$ cat src/rtl/prog_loader_pkg.sv
// Shared definitions for the program loader: FSM state encodings, default sync marker,
// maximum frame length and the LEN-byte decoding helper.
package prog_loader_pkg;

    typedef enum logic [2:0] {
        ST_IDLE = 3'd0,
        ST_LEN  = 3'd1,
        ST_DATA = 3'd2,
        ST_CSUM = 3'd3,
        ST_DONE = 3'd4,
        ST_ERR  = 3'd5
    } loader_state_t;

    localparam logic [7:0] SYNC_BYTE_DEFAULT = 8'hA5;
    localparam int         FRAME_LEN_MAX     = 256;
    localparam int         CNT_W             = 9;

    // A LEN byte of zero encodes a full 256-byte image.
    function automatic logic [CNT_W-1:0] frame_count(input logic [7:0] len);
        return (len == 8'd0) ? CNT_W'(FRAME_LEN_MAX) : {1'b0, len};
    endfunction

endpackage

$ cat src/rtl/prog_loader_if.sv
// Byte-stream input and instruction-RAM write port of the program loader.
// The master modport is the loader's view; the slave modport is the surrounding top level.
interface prog_loader_if #(
    parameter int AW = 8,
    parameter int DW = 8
);
    logic [DW-1:0] rx_data;
    logic          rx_valid;
    logic          mem_we;
    logic [AW-1:0] mem_addr;
    logic [DW-1:0] mem_din;

    modport master (
        input  rx_data,
        input  rx_valid,
        output mem_we,
        output mem_addr,
        output mem_din
    );

    modport slave (
        output rx_data,
        output rx_valid,
        input  mem_we,
        input  mem_addr,
        input  mem_din
    );

endinterface

$ cat src/rtl/prog_loader_gap_timer.sv
// loader_gap_timer: inter-byte gap counter used by prog_loader when LOADER_TIMEOUT_EN is defined.
// Counts enabled cycles since the last clear and flags expiry at TIMEOUT_CYCLES-1.
module loader_gap_timer #(
    parameter int TIMEOUT_CYCLES = 16
) (
    input  logic i_mclk,
    input  logic i_clr_n,
    input  logic i_clear,
    input  logic i_en,
    output logic o_expire
);

    localparam int CW = (TIMEOUT_CYCLES > 1) ? $clog2(TIMEOUT_CYCLES) : 1;
    localparam logic [CW-1:0] LAST = CW'(TIMEOUT_CYCLES - 1);

    logic [CW-1:0] r_cnt;

    // Saturates at LAST so a held expiry cannot wrap back to zero.
    always_ff @(posedge i_mclk or negedge i_clr_n) begin
        if (!i_clr_n) begin
            r_cnt <= '0;
        end else if (i_clear || !i_en) begin
            r_cnt <= '0;
        end else if (r_cnt != LAST) begin
            r_cnt <= r_cnt + 1'b1;
        end
    end

    assign o_expire = i_en && (r_cnt == LAST);

endmodule

$ cat src/rtl/prog_loader.sv
// prog_loader: writes a framed byte-stream image into instruction RAM and holds the CPU while loading.
// Define LOADER_TIMEOUT_EN to abort a frame whose inter-byte gap reaches TIMEOUT_CYCLES.
module prog_loader
    import prog_loader_pkg::*;
#(
    parameter int            AW             = 8,
    parameter int            DW             = 8,
    parameter logic [DW-1:0] SYNC_BYTE      = DW'(SYNC_BYTE_DEFAULT),
    parameter int            BASE_ADDR      = 0,
    parameter int            TIMEOUT_CYCLES = 5_000_000
) (
    input  logic           i_mclk,
    input  logic           i_clr_n,
    prog_loader_if.master  bus,
    output logic           o_cpu_hold,
    output logic           o_done,
    output logic           o_err
);

    localparam logic [AW-1:0] BASE = AW'(BASE_ADDR);

    loader_state_t  r_state;
    logic           r_we;
    logic [DW-1:0]  r_din;
    logic [AW-1:0]  r_mem_addr;
    logic [AW-1:0]  r_addr;
    logic [DW-1:0]  r_sum;
    logic [CNT_W-1:0] r_count;
    logic           r_hold;
    logic           r_done;
    logic           r_err;

    loader_state_t  w_state_nxt;
    logic           w_we_nxt;
    logic [DW-1:0]  w_din_nxt;
    logic [AW-1:0]  w_mem_addr_nxt;
    logic [AW-1:0]  w_addr_nxt;
    logic [DW-1:0]  w_sum_nxt;
    logic [CNT_W-1:0] w_count_nxt;
    logic           w_hold_nxt;
    logic           w_done_nxt;
    logic           w_err_nxt;

    logic           w_is_sync;
    logic [DW-1:0]  w_sum_chk;
    logic           w_expire;

    assign w_is_sync = (bus.rx_data == SYNC_BYTE);
    assign w_sum_chk = r_sum + bus.rx_data;

`ifdef LOADER_TIMEOUT_EN
    logic w_in_frame;

    assign w_in_frame = (r_state == ST_LEN) || (r_state == ST_DATA) || (r_state == ST_CSUM);

    loader_gap_timer #(
        .TIMEOUT_CYCLES (TIMEOUT_CYCLES)
    ) u_gap_timer (
        .i_mclk   (i_mclk),
        .i_clr_n  (i_clr_n),
        .i_clear  (bus.rx_valid),
        .i_en     (w_in_frame),
        .o_expire (w_expire)
    );
`else
    logic w_unused_timeout;

    assign w_unused_timeout = (TIMEOUT_CYCLES == 0);
    assign w_expire         = 1'b0;
`endif

    // Expiry takes priority over a byte arriving in the same cycle, which is dropped.
    always_comb begin
        w_state_nxt    = r_state;
        w_we_nxt       = 1'b0;
        w_din_nxt      = r_din;
        w_mem_addr_nxt = r_mem_addr;
        w_addr_nxt     = r_addr;
        w_sum_nxt      = r_sum;
        w_count_nxt    = r_count;
        w_hold_nxt     = r_hold;
        w_done_nxt     = r_done;
        w_err_nxt      = r_err;

        if (w_expire) begin
            w_state_nxt = ST_ERR;
            w_err_nxt   = 1'b1;
        end else if (bus.rx_valid) begin
            unique case (r_state)
                ST_IDLE, ST_DONE, ST_ERR: begin
                    if (w_is_sync) begin
                        w_state_nxt    = ST_LEN;
                        w_hold_nxt     = 1'b1;
                        w_done_nxt     = 1'b0;
                        w_err_nxt      = 1'b0;
                        w_addr_nxt     = BASE;
                        w_mem_addr_nxt = BASE;
                        w_sum_nxt      = '0;
                    end
                end
                ST_LEN: begin
                    w_count_nxt = frame_count(bus.rx_data[7:0]);
                    w_state_nxt = ST_DATA;
                end
                ST_DATA: begin
                    w_we_nxt       = 1'b1;
                    w_din_nxt      = bus.rx_data;
                    w_mem_addr_nxt = r_addr;
                    w_addr_nxt     = r_addr + 1'b1;
                    w_sum_nxt      = w_sum_chk;
                    w_count_nxt    = r_count - 1'b1;
                    if (r_count == CNT_W'(1)) begin
                        w_state_nxt = ST_CSUM;
                    end
                end
                ST_CSUM: begin
                    if (w_sum_chk == '0) begin
                        w_state_nxt = ST_DONE;
                        w_hold_nxt  = 1'b0;
                        w_done_nxt  = 1'b1;
                    end else begin
                        w_state_nxt = ST_ERR;
                        w_err_nxt   = 1'b1;
                    end
                end
                default: begin
                    w_state_nxt = ST_IDLE;
                end
            endcase
        end
    end

    always_ff @(posedge i_mclk or negedge i_clr_n) begin
        if (!i_clr_n) begin
            r_state    <= ST_IDLE;
            r_we       <= 1'b0;
            r_din      <= '0;
            r_mem_addr <= BASE;
            r_addr     <= BASE;
            r_sum      <= '0;
            r_count    <= '0;
            r_hold     <= 1'b0;
            r_done     <= 1'b0;
            r_err      <= 1'b0;
        end else begin
            r_state    <= w_state_nxt;
            r_we       <= w_we_nxt;
            r_din      <= w_din_nxt;
            r_mem_addr <= w_mem_addr_nxt;
            r_addr     <= w_addr_nxt;
            r_sum      <= w_sum_nxt;
            r_count    <= w_count_nxt;
            r_hold     <= w_hold_nxt;
            r_done     <= w_done_nxt;
            r_err      <= w_err_nxt;
        end
    end

    assign bus.mem_we   = r_we;
    assign bus.mem_addr = r_mem_addr;
    assign bus.mem_din  = r_din;
    assign o_cpu_hold   = r_hold;
    assign o_done       = r_done;
    assign o_err        = r_err;

endmodule
$ cat src/flat_wrapper.sv
// flat-port wrapper written by rule: the top's interface ports become plain ports
module prog_loader_flat import prog_loader_pkg::*;
#(
    parameter int            AW             = 8,
    parameter int            DW             = 8,
    parameter logic [DW-1:0] SYNC_BYTE      = DW'(SYNC_BYTE_DEFAULT),
    parameter int            BASE_ADDR      = 0,
    parameter int            TIMEOUT_CYCLES = 5_000_000
)
  (i_mclk, i_clr_n, o_cpu_hold, o_done, o_err, bus_rx_data, bus_rx_valid, bus_mem_we, bus_mem_addr, bus_mem_din);
  prog_loader_if #(.AW(AW), .DW(DW)) bus_i ();
  input  logic i_mclk;
  input  logic i_clr_n;
  output logic o_cpu_hold;
  output logic o_done;
  output logic o_err;
  input wire logic [$bits(bus_i.rx_data)-1:0] bus_rx_data;
  input wire logic [$bits(bus_i.rx_valid)-1:0] bus_rx_valid;
  output wire logic [$bits(bus_i.mem_we)-1:0] bus_mem_we;
  output wire logic [$bits(bus_i.mem_addr)-1:0] bus_mem_addr;
  output wire logic [$bits(bus_i.mem_din)-1:0] bus_mem_din;
  assign bus_i.rx_data = bus_rx_data;
  assign bus_i.rx_valid = bus_rx_valid;
  assign bus_mem_we = bus_i.mem_we;
  assign bus_mem_addr = bus_i.mem_addr;
  assign bus_mem_din = bus_i.mem_din;
  prog_loader #(.AW(AW), .DW(DW), .SYNC_BYTE(SYNC_BYTE), .BASE_ADDR(BASE_ADDR), .TIMEOUT_CYCLES(TIMEOUT_CYCLES)) u_core (.i_mclk(i_mclk), .i_clr_n(i_clr_n), .bus(bus_i), .o_cpu_hold(o_cpu_hold), .o_done(o_done), .o_err(o_err));
endmodule
$ cat config.mk
export PLATFORM = sky130hd
export DESIGN_NAME = prog_loader_flat
export DESIGN_NICKNAME = d
export VERILOG_FILES = /design/src/rtl/prog_loader_pkg.sv /design/src/rtl/prog_loader_if.sv /design/src/rtl/prog_loader_gap_timer.sv /design/src/rtl/prog_loader.sv /design/src/flat_wrapper.sv
export SDC_FILE = /design/constraint.sdc
export NUM_CORES = 1
export LEC_CHECK = 0
export ABC_CLOCK_PERIOD_IN_PS = 2400
export CORE_MARGIN = 5
export CORE_UTILIZATION = 50
export CTS_CLUSTER_SIZE = 25
export DETAILED_ROUTE_END_ITERATION = 16
export PLACE_DENSITY = 0.76
export RECOVER_POWER = 100
export SLEW_MARGIN = 30
export SYNTH_ARGS = -nofsm -noshare
export SYNTH_HDL_FRONTEND = slang
export SYNTH_SLANG_ARGS = --single-unit
export TNS_END_PERCENT = 50
$ cat constraint.sdc
create_clock -name i_mclk -period 2.4 [get_ports i_mclk]
set_input_delay 0.48 -clock i_mclk [delete_from_list [all_inputs] [get_ports i_mclk]]
set_output_delay 0.48 -clock i_mclk [all_outputs]
set_load 0.02 [all_outputs]
# Word-level counts from Yosys, hierarchy flattened

Index checks and enable logic that the tools add are counted.
Widths: inputs -> output; s select.

Flip-flop bits (word level): 48
Bits in latches: 0
Bits in writable memories: 0
ROM bits: 0
Input bits: 11
Output and inout port bits: 20
Memories: 0

Add/subtract/negate cells: 3
$mul: 0
Div/mod/pow operators: 0
$lt $le $gt $ge: 0
Equal/unequal tests: 11
Shift-type cells: 0
Muxes and demuxes: 20
Bitwise logic cells: 0
Reduce and logical (&&, ||, !) cells: 13

Operators by type and width:

| kind                | number |
|---|---|
| $pmux 8 s2          | 3 |
| $pmux 9 s2          | 1 |
| $logic_not 8->1     | 2 |
| $pmux 3 s4          | 1 |
| $eq 9x1->1 const B  | 1 |
| $mux 9              | 1 |
| $sub 9x1->9 const B | 1 |
| $add 8x1->8 const B | 1 |
| $add 8x8->8         | 1 |
| $eq 8x8->1 const B  | 1 |
| $mux 1              | 8 |
| $mux 8              | 1 |
| $reduce_and 4->1    | 2 |
| $eq 3x2->1 const B  | 2 |
| $eq 3x3->1 const B  | 2 |
| $mux 3              | 2 |
| $ne 2x1->1 const B  | 3 |
| $pmux 1 s2          | 3 |
| $reduce_and 3->1    | 2 |
| $reduce_bool 2->1   | 3 |
| $reduce_and 2->1    | 2 |
| $eq 3x1->1 const B  | 1 |
| $logic_not 3->1     | 1 |
| $reduce_or 3->1     | 1 |
| $ne 2x2->1 const B  | 1 |

# Longest topological paths before layout

Depth after elaboration: 4
Depth in mapped cells: 7
Depth with buffers taken out: 7

# Worst setup path after synthesis

Ideal clock, no wire load.

Kind: input to register
From: input bus_rx_data[0]
To: register u_core.r_hold (netlist: u_core.o_cpu_hold)
Arrival: 2.440 ns
Setup slack: -0.166 ns
Cell stages on the path: 6
Buffers on the path: 0
Path through: ha_1 -> fa_1 -> xor2_1 -> or3_2 -> a2111o_1 -> o32a_1

Cells in the longest elaborated chain, start to end: 4

RTL lines:

| item                           | RTL line           | RTL |
|---|---|---|
| start, declared                | flat_wrapper.sv:17 | `input wire logic [$bits(bus_i.rx_data)-1:0] bus_rx_data;` |
| $add 8x8->8                    | prog_loader.sv:49  | `assign w_sum_chk = r_sum + bus.rx_data;` |
| $logic_not 8->1                | prog_loader.sv:117 | `if (w_sum_chk == '0) begin` |
| $ne 2x1->1 (no line)           | n/a                |  |
| $reduce_and 4->1 (no line) (*) | n/a                |  |
| end signal, assigned           | prog_loader.sv:153 | `r_hold <= w_hold_nxt;` |
| end, declared                  | prog_loader.sv:29  | `logic r_hold;` |

Mark *: on every way between the ends. The rest lies on a longest branch, timed or not.
A chain may end at the register's enable or synchronous reset.

# Final worst setup path

From: register u_core.r_sum[0]
To: register u_core.r_hold (netlist: u_core.o_cpu_hold)

Cells in the longest elaborated chain, start to end: 4

RTL lines:

| item                       | RTL line           | RTL |
|---|---|---|
| start, declared            | prog_loader.sv:27  | `logic [DW-1:0] r_sum;` |
| start signal, assigned     | prog_loader.sv:151 | `r_sum <= w_sum_nxt;` |
| $add 8x8->8                | prog_loader.sv:49  |  |
| $logic_not 8->1            | prog_loader.sv:117 |  |
| $ne 2x1->1 (no line)       | n/a                |  |
| $reduce_and 4->1 (no line) | n/a                |  |

Every way passes these cells.

==> flow_summary.toml <==
[outcome]
status = "finished clean"

[worst_setup_path]
crit_path_start_kind = "flop"
rr_endpoint = "u_core.o_cpu_hold$_DFFE_PN0P_"
crit_type = "flop to flop"
reg2regPathDepth = 6
rr_startpoint = "u_core.r_sum[0]$_DFFE_PN0P_"
end_kind = "flop"
crit_required_ps = 2600
cp_max_fo = 4
crit_arrival_ps = 2580
r2r_slack_ps = 20

[drt]
finalWirelength_um = 6420
wl_per_cell_um = 15.0
drtIter0Drc = 135
vias_per_cell = 5.69
route.detailed.drc = 0
detail-route-antenna-nets = 0
dr.pass1.iters = 4
vias = 2436

[floorplanning]
core_area_sq_um = 5070
fp.dieH_um = 82.0
placementRows = 26
die_x_um = 82.0
initial_core_util_pct = 51.1
ioPinCount = 31
die_area_sq_um = 6730

[sta]
timing.hold.ws_ps = 475
final-hold-violation-count = 0
max_freq_mhz = 420
clock_skew_ps = 9.24
setup_viol = 0
slew_violations = 0
layout_min_cycle_time_ps = 2380
worst_pin_slew_ps = 1210
relSlewSlack_pct = 19.6
grt_setup_unrepaired = "yes"
finalCritPeriodShare_pct = 99.1

[power]
p_sw_uw = 1220
p_comb_share_pct = 46.8
powerDensity_nw_per_um2 = 961
leakage_uw = 0.00162
clkPwrFrac_pct = 14.6
worst_ir_drop_vdd_mv = 0.509
switching_share_pct = 37.9
p_int_uw = 2000
p_seq_share_pct = 38.6

[yosys]
syn-cell-area_sq_um = 2590
yosysWarnings = 0
synth-seq-cells = 48
synth_seq_area_share_pct = 46.3
ys_async_sr_fraction_pct = 100
ys.flop_type = "dfrtp_1"
synth_cell_type_count = 49
synth-edff-count = 0
yosys.area.top_type = "dfrtp_1"
syn-instance-count = 299
synth_top_area_share_pct = 46.3
ys_top_cells_by_area = "dfrtp_1 46%, nand2_1 11%, ha_1 4.8%, nand3_1 4.1%, nor2_1 2.7%"
syn_nets = 321
postSynthAreaPerCell_sq_um = 8.67

[clock_tree]
cts_buffers = 5
clkLatencyLatePin_ps = 300
cts_root_buf = "clkbuf_8"
cts.sinks = 48
cts_hold_buf = 0
clkSlewWorstSetupHoldPaths_ps = 90
clockBufferDepth = 2
cts_tree = "built"
htreeDepth = 2

[global_routing]
grt-ovfl-total = 0
grt_antenna_before_repair = 0
grtUsageMet2_pct = 35.2
grtUsageMet1_pct = 25.6
grt_max_degree = 49
busiest_layer = "met2"
grtUsageTotal_pct = 20.3
grt_pass1_wl_um = 10500
grt_pass1_vias = 2269
grt_use_met3_pct = 2.63

[placed_design]
gp_congestion = 0.850
place_area_sq_um = 3200
numPortBuffers = 30
dpl.hpwl_um = 4550

[layout]
syn_to_final_growth_pct = 29.1
layout_common_cells = "74 x nand2_1, 47 x dfrtp_1, 28 x buf_4, 22 x o21ai_0"
finalInstanceArea_sq_um = 3350
antenna_cells = 0
num-fill-cells = 439
mostFrequentLayoutCell = "nand2_1"
finish.utilization_pct = 66.0
final_nets = 380
layout-drive-gt1-share_pct = 15.4

[hold_path]
hold_end = "u_core.r_addr[7]$_DFFE_PN0P_"
holdCritPathClass = "flop to flop"
whs_path_depth = 1
hp-start = "u_core.r_addr[7]$_DFFE_PN0P_"

[flow_run]
maxCapViolCount = 0
-- flip-flops by register name (all words and copies together), names as in the netlist, 3 cells and up --
register,cells
u_core.bus.mem_addr,8
u_core.bus.mem_din,8
u_core.r_addr,8
u_core.r_count,9
u_core.r_state,3
u_core.r_sum,8
-- metrics by stage --
stage | setup TNS, ps | total power (uW) | setup WS, ps | instances
after floorplan | 0 | 2040 | 22.6 | 299
after CTS | -24.2 | 3160 | -24.2 | 427
after detailed placement | -2180 | 2640 | -550 | 420
after global routing | -110 | 3460 | -58.1 | 428
after global placement | -1980 | 2590 | -502 | 420
final | 0 | 3220 | 21.4 | 428
-- worst max-delay path by stage --
stage | startpoint | end | slack (ps)
floorplan | bus_rx_data[0] | u_core.o_err$_DFFE_PN0P_ | 20
global placement | bus_rx_data[0] | u_core.r_state[0]$_DFFE_PN0P_ | -500
detailed placement | bus_rx_data[0] | u_core.r_state[0]$_DFFE_PN0P_ | -550
CTS | bus_rx_data[5] | u_core.o_cpu_hold$_DFFE_PN0P_ | -20
global route | u_core.r_sum[0]$_DFFE_PN0P_ | u_core.o_cpu_hold$_DFFE_PN0P_ | -60
finish | u_core.r_sum[0]$_DFFE_PN0P_ | u_core.o_cpu_hold$_DFFE_PN0P_ | 20
-- metal layers --
metal  part of all wire (%)  up-vias
li1                       -     1180
met1                     44     1185
met2                     50       65
met3                    4.6        6
met4                    1.3        0
met5                      0        -
-- cells by family after synthesis --
group / Yosys count / synth area share, %
flip-flops: 48 / 46.3
XOR/XNOR: 5 / 1.69
adder cells (fa/ha/maj): 11 / 5.60
AND/OR/NAND/NOR: 146 / 26.3
AO/OA/AOI/OAI: 68 / 16.8
multiplexers: 1 / 0.386
buffers and inverters: 20 / 2.94
-- cell usage after synthesis, types with 2 or more instances --
cell	n
nor2_1	19
a221oi_1	2
or3b_1	2
ha_1	10
o211ai_1	3
xor2_1	2
clkbuf_1	11
a2111o_1	2
buf_1	2
nor2b_1	4
a22oi_1	2
xnor2_1	3
and4_1	2
nand3_1	21
nor3b_1	3
nand2_1	74
and2_1	2
nor3_1	2
o31a_1	3
a31oi_1	3
a211o_1	2
o31ai_1	2
inv_1	5
nor4_1	5
o21ai_0	14
o21ai_1	14
dfrtp_1	48
o22a_1	3
nand4_1	3
a21oi_1	12
-- repair_timing --
action / CTS / global route
pin swaps: 10 / 6
resized for setup: 9 / 13
buffers inserted: 0 / 1
endpoints found under the setup margin: 4 / 4
hold endpoints to repair: 0 / 0
cloned: 0 / 0
-- power by group through the flow --
stage	registers, uW	logic, uW	clock network, uW
final	1240	1510	469
after global routing	1280	1670	508
after CTS	1240	1450	475
after detailed placement	1240	1400	0
after global placement	1230	1360	0
after floorplan	1270	765	0
-- critical path, cell delays in order (launching register included) --
cell and delay [ps]:
dfrtp_1 390, ha_2 200, fa_2 350, xor2_1 160, or3_2 420, a2111o_1 450
o32a_1 300
-- area by class of cell --
class / count / area (sq um) / share of cell area [%]
clock inverters: 2 / 12.5 / 0.374
multi-input cells: 231 / 1420 / 42.4
repair buffers: 66 / 534 / 16.0
clock buffers: 5 / 68.8 / 2.06
flip-flops and latches: 48 / 1200 / 35.9
inverters: 6 / 22.5 / 0.673
well taps: 70 / 87.6 / 2.62
(Power assumes the default switching activity.)
